`config.mk`:
```
export PLATFORM = sky130hd
export DESIGN_NAME = mem_port_arbiter
export DESIGN_NICKNAME = d
export VERILOG_FILES = /design/src/rtl/arc_mem_pkg.sv /design/src/rtl/rr_arb2.sv /design/src/rtl/mem_port_arbiter.sv
export SDC_FILE = /design/constraint.sdc
export NUM_CORES = 1
export LEC_CHECK = 0
export BUFFER_PORTS_ARGS = -buffer_cell sky130_fd_sc_hd__buf_2
export CAP_MARGIN = 30
export CORE_MARGIN = 2
export CORE_UTILIZATION = 40
export DETAILED_ROUTE_END_ITERATION = 10
export PLACE_DENSITY = 0.7
export SYNTH_ARGS = -nofsm -noshare
export SYNTH_HDL_FRONTEND = slang
export SYNTH_SLANG_ARGS = --single-unit
```
`constraint.sdc`:
```
create_clock -name clk -period 3.01 [get_ports clk]
set_clock_uncertainty 0.1 [all_clocks]
set_input_delay 0.602 -clock clk [delete_from_list [all_inputs] [get_ports clk]]
set_output_delay 0.602 -clock clk [all_outputs]
set_load 0.01 [all_outputs]
```
`src/rtl/arc_mem_pkg.sv`:
```
// Shared encodings for the ARC main-memory port arbiter: FSM states and port ids.
package arc_mem_pkg;

  localparam logic [1:0] ST_IDLE    = 2'd0;
  localparam logic [1:0] ST_ISSUE   = 2'd1;
  localparam logic [1:0] ST_CAPTURE = 2'd2;

  localparam logic PORT_FETCH = 1'b0;
  localparam logic PORT_DATA  = 1'b1;

  typedef enum logic [1:0] {
    S_IDLE    = ST_IDLE,
    S_ISSUE   = ST_ISSUE,
    S_CAPTURE = ST_CAPTURE
  } arb_state_t;

endpackage

```
`src/rtl/rr_arb2.sv`:
```
// Two-requester round-robin picker; on contention the port that did not win last time wins.
module rr_arb2
  import arc_mem_pkg::*;
(
  input  logic [1:0] req,
  input  logic       last_grant,
  output logic       grant,
  output logic       grant_valid
);

  always_comb begin
    grant_valid = |req;
    grant       = PORT_FETCH;
    if (&req) begin
      grant = ~last_grant;
    end else if (req[1]) begin
      grant = PORT_DATA;
    end
  end

endmodule

```
`src/rtl/mem_port_arbiter.sv`:
```
// Shares the single-ported main memory between instruction fetch (port 0) and
// data load/store (port 1); every transaction takes exactly three cycles.
//
// state    | meaning
// IDLE     | no access in flight; picks a requester and latches its command
// ISSUE    | drives mem_rd or mem_wr for the latched command
// CAPTURE  | one-cycle ack to the granted port; read data forwarded and held
module mem_port_arbiter
  import arc_mem_pkg::*;
#(
  parameter int unsigned AW = 32,
  parameter int unsigned DW = 32
) (
  input  logic          clk,
  input  logic          rst,
  input  logic          p0_req,
  input  logic [AW-1:0] p0_addr,
  output logic          p0_ack,
  output logic [DW-1:0] p0_rdata,
  input  logic          p1_req,
  input  logic          p1_we,
  input  logic [AW-1:0] p1_addr,
  input  logic [DW-1:0] p1_wdata,
  output logic          p1_ack,
  output logic [DW-1:0] p1_rdata,
  output logic [AW-1:0] mem_addr,
  output logic [DW-1:0] mem_wdata,
  output logic          mem_rd,
  output logic          mem_wr,
  input  logic [DW-1:0] mem_rdata,
  output logic          busy
);

  arb_state_t    state_q, state_d;
  logic          grant_q, we_q, last_grant_q;
  logic [AW-1:0] addr_q;
  logic [DW-1:0] wdata_q, p0_rdata_q, p1_rdata_q;
  logic          arb_grant, arb_valid;
  logic          accept;

  rr_arb2 u_rr_arb2 (
    .req         ({p1_req, p0_req}),
    .last_grant  (last_grant_q),
    .grant       (arb_grant),
    .grant_valid (arb_valid)
  );

  assign accept = (state_q == S_IDLE) && arb_valid;

  always_ff @(posedge clk) begin
    if (rst) begin
      state_q      <= S_IDLE;
      grant_q      <= PORT_FETCH;
      we_q         <= 1'b0;
      last_grant_q <= PORT_DATA;
      addr_q       <= '0;
      wdata_q      <= '0;
      p0_rdata_q   <= '0;
      p1_rdata_q   <= '0;
    end else begin
      state_q <= state_d;
      if (accept) begin
        grant_q      <= arb_grant;
        last_grant_q <= arb_grant;
        addr_q       <= arb_grant ? p1_addr : p0_addr;
        we_q         <= arb_grant & p1_we;
        // Fetch has no write data; keep the bus quiet instead of loading junk.
        if (arb_grant == PORT_DATA) begin
          wdata_q <= p1_wdata;
        end
      end
      if (p0_ack) begin
        p0_rdata_q <= mem_rdata;
      end
      if (p1_ack && !we_q) begin
        p1_rdata_q <= mem_rdata;
      end
    end
  end

  always_comb begin
    state_d = state_q;
    mem_rd  = 1'b0;
    mem_wr  = 1'b0;
    p0_ack  = 1'b0;
    p1_ack  = 1'b0;
    case (state_q)
      S_IDLE: begin
        if (arb_valid) state_d = S_ISSUE;
      end
      S_ISSUE: begin
        mem_rd  = ~we_q;
        mem_wr  = we_q;
        state_d = S_CAPTURE;
      end
      S_CAPTURE: begin
        p0_ack  = (grant_q == PORT_FETCH);
        p1_ack  = (grant_q == PORT_DATA);
        state_d = S_IDLE;
      end
      default: state_d = S_IDLE;
    endcase
  end

  assign busy      = (state_q != S_IDLE);
  assign mem_addr  = addr_q;
  assign mem_wdata = wdata_q;
  // Read data is visible in the ack cycle itself, then held from the register.
  assign p0_rdata  = p0_ack ? mem_rdata : p0_rdata_q;
  assign p1_rdata  = (p1_ack && !we_q) ? mem_rdata : p1_rdata_q;

endmodule

```
==> results of run 1 <==
==> metrics by stage <==
step	setup WS, ns	hold WS (ns)	util, %	power [mW]	instance area, µm²
after floorplan	1.02	0.376	-	2.31	5370
after global placement	0.724	0.359	52.0	2.61	6850
after detailed placement	0.712	0.365	52.0	2.61	6850
after CTS	0.243	0.323	56.3	4.59	7430
after global routing	0.174	0.335	56.3	4.73	7430
final	0.285	0.341	56.3	4.53	7430
==> sequential cells by signal, indices dropped and copies added, names as in the netlist <==
register / count
last_grant_q: 1
grant_q: 1
p0_rdata_q: 32
state_q: 2
mem_addr: 32
mem_wdata: 32
p1_rdata_q: 32
we_q: 1
==> cell type report <==
| cell class | instances | area (µm²) |
|---|---|---|
| Fill cell | 1265 | 5760 |
| Sequential cell | 133 | 2660 |
| Multi-Input combinational cell | 374 | 2490 |
| Timing Repair Buffer | 277 | 1470 |
| Clock buffer | 23 | 498 |
| Tap cell | 176 | 220 |
| Clock inverter | 9 | 75.1 |
| Inverter | 2 | 7.51 |
==> power breakdown <==
part | internal (mW) | leakage, nW | switching (mW)
clock | 1.24 | 0.285 | 0.730
combinational | 0.284 | 2.20 | 0.372
sequential | 1.86 | 1.09 | 0.0496
total | 3.38 | 3.57 | 1.15
==> Yosys cell counts <==
cell type                  number  area share (%)
sky130_fd_sc_hd__or2_2          1            0.12
sky130_fd_sc_hd__mux2_4        10             2.8
sky130_fd_sc_hd__inv_2          1           0.070
sky130_fd_sc_hd__mux2_1        22             4.6
sky130_fd_sc_hd__a311oi_1      32             5.2
sky130_fd_sc_hd__buf_6          3            0.63
sky130_fd_sc_hd__a21boi_1       1            0.14
sky130_fd_sc_hd__buf_1          3            0.21
sky130_fd_sc_hd__inv_1          1           0.070
sky130_fd_sc_hd__clkbuf_1      29             2.0
sky130_fd_sc_hd__nor4bb_1       1            0.19
sky130_fd_sc_hd__and3b_1        1            0.16
sky130_fd_sc_hd__o21ai_0       34             3.2
sky130_fd_sc_hd__buf_4          3            0.42
sky130_fd_sc_hd__nor2b_1       64             7.5
sky130_fd_sc_hd__mux2_2        32             6.7
sky130_fd_sc_hd__nand4_1        1            0.12
sky130_fd_sc_hd__nand3_1       32             3.0
sky130_fd_sc_hd__dfxtp_1      133              50
sky130_fd_sc_hd__nor3b_2        1            0.23
sky130_fd_sc_hd__nand2_1       66             4.6
sky130_fd_sc_hd__nand2b_1       1            0.12
sky130_fd_sc_hd__a21oi_1       66             6.2
sky130_fd_sc_hd__nor2_1         7            0.49
sky130_fd_sc_hd__a221o_1        1            0.19
sky130_fd_sc_hd__buf_2         14             1.3
sky130_fd_sc_hd__a21bo_2        1            0.19
==> tightest hold or removal path: stages <==
cell,delay [ns]
sky130_fd_sc_hd__buf_2,0.10
sky130_fd_sc_hd__nand3_1,0.05
sky130_fd_sc_hd__a21oi_1,0.05
==> path summary, 6_finish.rpt <==
path | from | end | slack (ns) | depth (start not counted)
worst max register to register | state_q[0]$_SDFFE_PP0P_ | last_grant_q$_SDFFE_PP1P_ | 1.14 | 4
worst min-delay path | p1_wdata[0] | mem_wdata[0]$_SDFFE_PP0P_ | 0.34 | 3
worst max-delay path | state_q[1]$_SDFFE_PP0P_ | p0_rdata[10] | 0.28 | 4
worst min register to register | mem_wdata[0]$_SDFFE_PP0P_ | mem_wdata[0]$_SDFFE_PP0P_ | 0.37 | 2
==> cells by family after synthesis <==
family	count (synthesis)	share of synthesized area [%]
flip-flops	133	49.6
AND/OR/NAND/NOR	175	16.5
multiplexers	64	14.1
AO/OA/AOI/OAI	135	15.1
buffers and inverters	54	4.73
==> per-layer routing <==
metal	up-vias	share of wire, %	GRT usage [%]
met3	22	8.1	6.80
met4	0	1.9	8.24
met1	2227	43	24.8
met5	-	0	0
met2	195	46	32.8
li1	2450	-	-
==> impl_summary.md, run 1 <==
Outcome
The run finished with clean final reports.

Setup path
The data arrival time of the critical path is slightly above 2 ns. The highest net fanout along the worst path is 33. For this run, the slowest stage of the critical path takes 0.43 ns. The number of buffer and inverter instances along the worst setup path is 2. STA classifies the critical path startpoint as a flop.

STA classifies the critical path endpoint as a primary output. On the critical path, the stage with the largest delay is an instance of sky130_fd_sc_hd__dfxtp_1. The signal on the critical path passes through nor3b_4 -> buf_4 -> mux2_2 -> buf_2. The kind of cell adding the most delay to the critical path is buffers and inverters.

The critical path data required time is 2.31 ns. The worst setup path is of the reg -> out kind.

GRT
The via count of the first global-routing pass came to around 4.6k. Entering global routing, the biggest net connects 69 pins. The total global routing track utilization is a little over 20%.

The global route total overflow is 0. The number of antenna violations at the first check in global routing came to 0. The wire length of the first global-routing pass is ~23000 µm.

Clock tree
The clock insertion delay at the later pin of the skew report is between 0.4 and 0.5 ns. TritonCTS built the clock tree. Once the clock tree was built, the resizer swapped 0 gates to a different size. The library cell used as clock root buffer is sky130_fd_sc_hd__clkbuf_16. The clock net sink count is roughly 130. The number of levels in the clock H-tree is 4. No sink is reached through more buffers than the 2 on the longest clock path.

Hold repair after CTS inserted 0 buffers. The clock edge transition at the registers on the reported setup and hold paths is about 0.06 ns. In this run, CTS created clock tree buffers numbering 17. Once the clock tree was built, the setup fixing pass inserted 0 buffers.

Cells and area
Compared with the post-synthesis result, the final layout area differs by 38.3%. The post-layout instance count excluding filler cells is 994. The net total in the final layout is 938. The post-route netlist has a little over two fifths of its cells at a drive strength greater than 1. 0 antenna diodes ended up in the layout.

In the layout the commonest cells are 264 x sky130_fd_sc_hd__buf_2, 133 x sky130_fd_sc_hd__dfxtp_1, 66 x sky130_fd_sc_hd__nand2_1, 66 x sky130_fd_sc_hd__a21oi_1, 64 x sky130_fd_sc_hd__nor2b_1. The library cell used most frequently in the layout, excluding fill and tap cells, is sky130_fd_sc_hd__buf_2.

Pwr
For this design the ratio of total power to cell area is 611 nW/µm². The analysis attributes to cell leakage a power of 3.57 nW. VDD sags by at most between 0.0003 and 0.0004 V.

Floorplan
The floorplan row count is 42. The floorplan step set the die width to 120 µm. The die covers 14400 µm². The initial utilization of the core area, before any placement, comes to 40.7%. The number of ports placed on the die boundary is 266.

The core region is 13200 µm². The height of the chip is between 100 and 150 µm.

Logic synthesis
The area of the mapped netlist is approximately 5400 µm². The number of nets in the synthesized netlist is 694. The share of the Yosys chip area taken by registers is 49.6%. Yosys printed 0 warnings. After synthesis the netlist holds a flip-flop and latch count of 133. Synthesis instantiated 27 different standard cells from the library. Counting every instance in the synthesized netlist gives 561. The synthesized area divided by synthesized cell count is roughly 9.6 µm².

Routing
The wire length reported by the detailed router is approximately 15000 µm. The number of detailed-routing iterations run before antenna repair is 4. The mean number of vias per cell is 4.92.

The number of DRC markers after the initial detailed-route iteration is 221. The vias after detailed routing is 4894. The wire length per cell after detailed routing is between 10 and 15 µm. The DRC violation count after routing is 0. Once detail routing completed, the nets flagged for antenna violations numbered 0.

STA
The upper clock frequency limit is 367 MHz. Setup repair after global routing left no endpoint under its margin. The measured slew at the worst slew-check pin is 0.737 ns.

In the final timing run, aggregate negative setup slack is 0 ns. The ratio of final minimum period to clock period is 90.5%. The number of pins with negative max-slew slack in the final report came to 0. The count of endpoints failing setup in the final report is 0. The count of final hold-check violations is 0.

The routed design could run at a clock period as short as 2.73 ns. Headroom to the max-slew limit came out at ~50%.

Placement
The final weighted congestion in routability-driven placement is 0.757. The number of placed instances, taps included, is slightly below 1k. The HPWL after detailed placement is 10100 µm. During placement, the flow inserted port buffers numbering 265.

Flow run
The number of max-capacitance violations reported is 0.

Min path
The class of the worst hold path is in -> reg.
No activity file was read; power rests on OpenSTA's default activity.
==> run 2, diff against run 1 <==
--- a/config.mk
+++ b/config.mk
@@ -10,7 +10,7 @@
 export CORE_MARGIN = 2
 export CORE_UTILIZATION = 40
 export DETAILED_ROUTE_END_ITERATION = 10
-export PLACE_DENSITY = 0.7
+export PLACE_DENSITY_LB_ADDON = 0.12
 export SYNTH_ARGS = -nofsm -noshare
 export SYNTH_HDL_FRONTEND = slang
 export SYNTH_SLANG_ARGS = --single-unit
==> run 2 against run 1 <==
  * Global-route usage increased by 0.37 points
  * Register-to-register slack got worse by 0.13 ns
  * Critical path depth unchanged
  * Sequential power about the same
  * Fmax decreased by 5.3%
  * Combinational power about the same
  * Clock-buffer cell count unchanged
  * Final cell count decreased by 0.40%
==> impl_summary.md, run 2 (same netlist as run 1, synthesis figures left out) <==
Outcome
Run status: completed (unchanged).

Routing
The final antenna-violating net count is 0 (unchanged). The wire length per cell after detailed routing is 15.3 µm (was 14.8 µm). The DRC violation count after routing is 0 (unchanged). The vias after detailed routing is 5004 (was 4894). The number of detailed-routing iterations run before antenna repair came to 4 (unchanged). The wire length reported by the detailed router is 15100 µm (was 14700 µm). The number of DRC markers after the initial detailed-route iteration came to 316 (was 221). The mean number of vias per cell is 5.05 (was 4.92).

Cells and area
The leading cell type in the layout, fill and taps excluded is sky130_fd_sc_hd__buf_2 (unchanged). The fill cell total of the finished layout is 1199 (was 1265). The post-layout instance count excluding filler cells is 990 (was 994). The net total in the final layout came to 934 (was 938).

Commonest non-fill, non-tap cells in the layout: 264 x sky130_fd_sc_hd__buf_2, 133 x sky130_fd_sc_hd__dfxtp_1, 66 x sky130_fd_sc_hd__nand2_1, 66 x sky130_fd_sc_hd__a21oi_1, 64 x sky130_fd_sc_hd__nor2b_1 (unchanged). The synthesis-to-finish area growth is 38.9% (was 38.3%). The fraction of final layout cells sized beyond drive strength 1 is 43.4% (was 43.8%).

Floorplan
The core footprint came to 13200 µm² (unchanged). The number of ports placed on the die boundary came to 266 (unchanged). The area of the die is 14400 µm² (unchanged). The height of the chip is 120 µm (unchanged).

The floorplan row count is 42 (unchanged). The floorplan die width came to 120 µm (unchanged). The starting density of the core is 40.7% (unchanged).

Clock tree
The clock net sink count is 133 (unchanged). The deepest clock path buffer count was 2 (unchanged). The clock insertion delay at the later pin of the skew report is 0.40 ns (was 0.41 ns). The clock edge transition at the registers on the reported setup and hold paths came to 0.06 ns (about the same).

The number of hold buffers added after CTS is 0 (unchanged). The number of levels in the clock H-tree is 4 (unchanged). The number of clock buffers inserted by TritonCTS is 17 (unchanged). The setup fix buffers added after clock tree synthesis came to 0 (unchanged). The CTS tree was built (unchanged). The library cell used as clock root buffer is sky130_fd_sc_hd__clkbuf_16 (unchanged).

The post-cts repair resize count came to 0 (unchanged).

GRT
The via count of the first global-routing pass is 4796 (was 4555). The total global routing track utilization is 20.6% (was 20.3%). The number of antenna violations at the first check in global routing is 1 (was 0).

The global route total overflow came to 0 (unchanged). The wire length of the first global-routing pass came to 23500 µm (was 23000 µm). The pin count of the biggest net entering global routing is 134 (was 69).

Setup path
Crit-path cells: nor4bb_4 -> buf_4 -> mux2_1 -> buf_2 (was nor3b_4 -> buf_4 -> mux2_2 -> buf_2). The slack of the worst reg-to-reg path is 1.01 ns (was 1.14 ns). The launching element type of the critical path was a flop (unchanged). The critical-path cell with the highest stage delay was sky130_fd_sc_hd__buf_4 (was sky130_fd_sc_hd__dfxtp_1). The critical path data required time was 2.31 ns (about the same).

The start of the worst register-to-register path is state_q[1]$_SDFFE_PP0P_ (was state_q[0]$_SDFFE_PP0P_). The kind of critical path is reg -> out (unchanged). The data arrival time of the critical path came to 2.18 ns (was 2.02 ns). The critical path launch point is state_q[1]$_SDFFE_PP0P_ (unchanged). The category of the worst setup path capture point was a primary output (unchanged). The largest stage delay on the critical path was 0.47 ns (was 0.43 ns). The highest net fanout along the worst path is 32 (was 33).

Pwr
The fraction of power consumed by the clock network was 46.4% (was 43.4%). The share of total power consumed by net switching was 24.1% (was 25.4%). The power share of the sequential group is 39.9% (was 42.2%). The worst ir drop on vdd came to 0.000322 V (about the same). The internal power is 3.63 mW (was 3.38 mW). The leakage dissipation was 3.57 nW (about the same). The combinational group share of total power was 13.7% (was 14.5%).

The total power per unit cell area came to 642 nW/µm² (was 611 nW/µm²). The switching component of the power is 1.15 mW (about the same).

STA
The ratio of final minimum period to clock period came to 95.6% (was 90.5%). The final critical path time including I/O delays and setup is 2.88 ns (was 2.73 ns). The number of pins with negative max-slew slack in the final report was 0 (unchanged). The measured slew at the worst slew-check pin is 0.720 ns (was 0.737 ns). The upper clock frequency limit is 347 MHz (was 367 MHz). The sum of negative setup slack came to 0 ns (unchanged).

The relative slew slack was 52.0% (was 50.9%). Setup repair after global routing missed its margin: false (unchanged). The count of final hold-check violations is 0 (unchanged). The count of endpoints failing setup in the final report was 0 (unchanged).

Placement
The number of port buffers is 265 (unchanged). The final weighted congestion in routability-driven placement is 0.800 (was 0.757). The total instance count after detailed placement is 958 (was 962). The final HPWL from detailed placement is 10200 µm (was 10100 µm).

Flow run
The number of max-capacitance violations reported came to 0 (unchanged).

Min path
The source of the worst hold timing path was p1_wdata[18] (was p1_wdata[0]). The class of the worst hold path was in -> reg (unchanged).
[run 2: metal layers]
metal	share of wire, %	wire, µm	track usage, %
met2	48	7220	34.2
met4	2.1	325	8.53
met5	0	0	0
met3	8.7	1320	7.56
met1	41	6280	24.1
[run 2: final timing paths]
| path | to | cells after the start |
|---|---|---|
| setup / recovery | p1_rdata[23] | 4 |
| hold / removal | mem_wdata[18]$_SDFFE_PP0P_ | 3 |
| setup reg to reg | p1_rdata_q[23]$_SDFF_PP0_ | 4 |
| hold reg to reg | mem_wdata[1]$_SDFFE_PP0P_ | 2 |
[run 2: worst max-delay path: cells and delay by family (launching register included)]
| family | cells | cell delay [ns] |
|---|---|---|
| buffers and inverters | 2 | 0.62 |
| flip-flops | 1 | 0.42 |
| multiplexers | 1 | 0.39 |
| AND/OR/NAND/NOR | 1 | 0.32 |
[run 2: through the flow]
step	utilization (%)	power [mW]	area [µm²]	setup WS (ns)	hold WS (ns)
2_1_floorplan	-	2.31	5370	1.02	0.376
3_3_place_gp	51.6	2.59	6810	0.638	0.358
3_5_place_dp	51.6	2.61	6810	0.557	0.364
4_1_cts	56.5	4.84	7450	0.100	0.322
5_1_grt	56.5	4.99	7450	0.00213	0.322
6_report	56.5	4.79	7460	0.132	0.339
[run 2: final cells by class]
| cell class | count | area [µm²] | area share, % |
|---|---|---|---|
| repair buffers | 273 | 1430 | 19.1 |
| well taps | 176 | 220 | 2.95 |
| flip-flops and latches | 133 | 2660 | 35.7 |
| clock inverters | 8 | 145 | 1.95 |
| clock buffers | 23 | 498 | 6.68 |
| multi-input cells | 374 | 2490 | 33.4 |
| diodes | 1 | 2.50 | 0.0336 |
| inverters | 2 | 7.51 | 0.101 |
[run 2: power by group through the flow]
stage          Clock, mW  Combinational [mW]  Sequential (mW)
2_1_floorplan          0               0.335             1.98
3_3_place_gp           0               0.648             1.94
3_5_place_dp           0               0.659             1.95
4_1_cts             2.27               0.660             1.91
5_1_grt             2.35               0.718             1.92
6_report            2.22               0.654             1.91
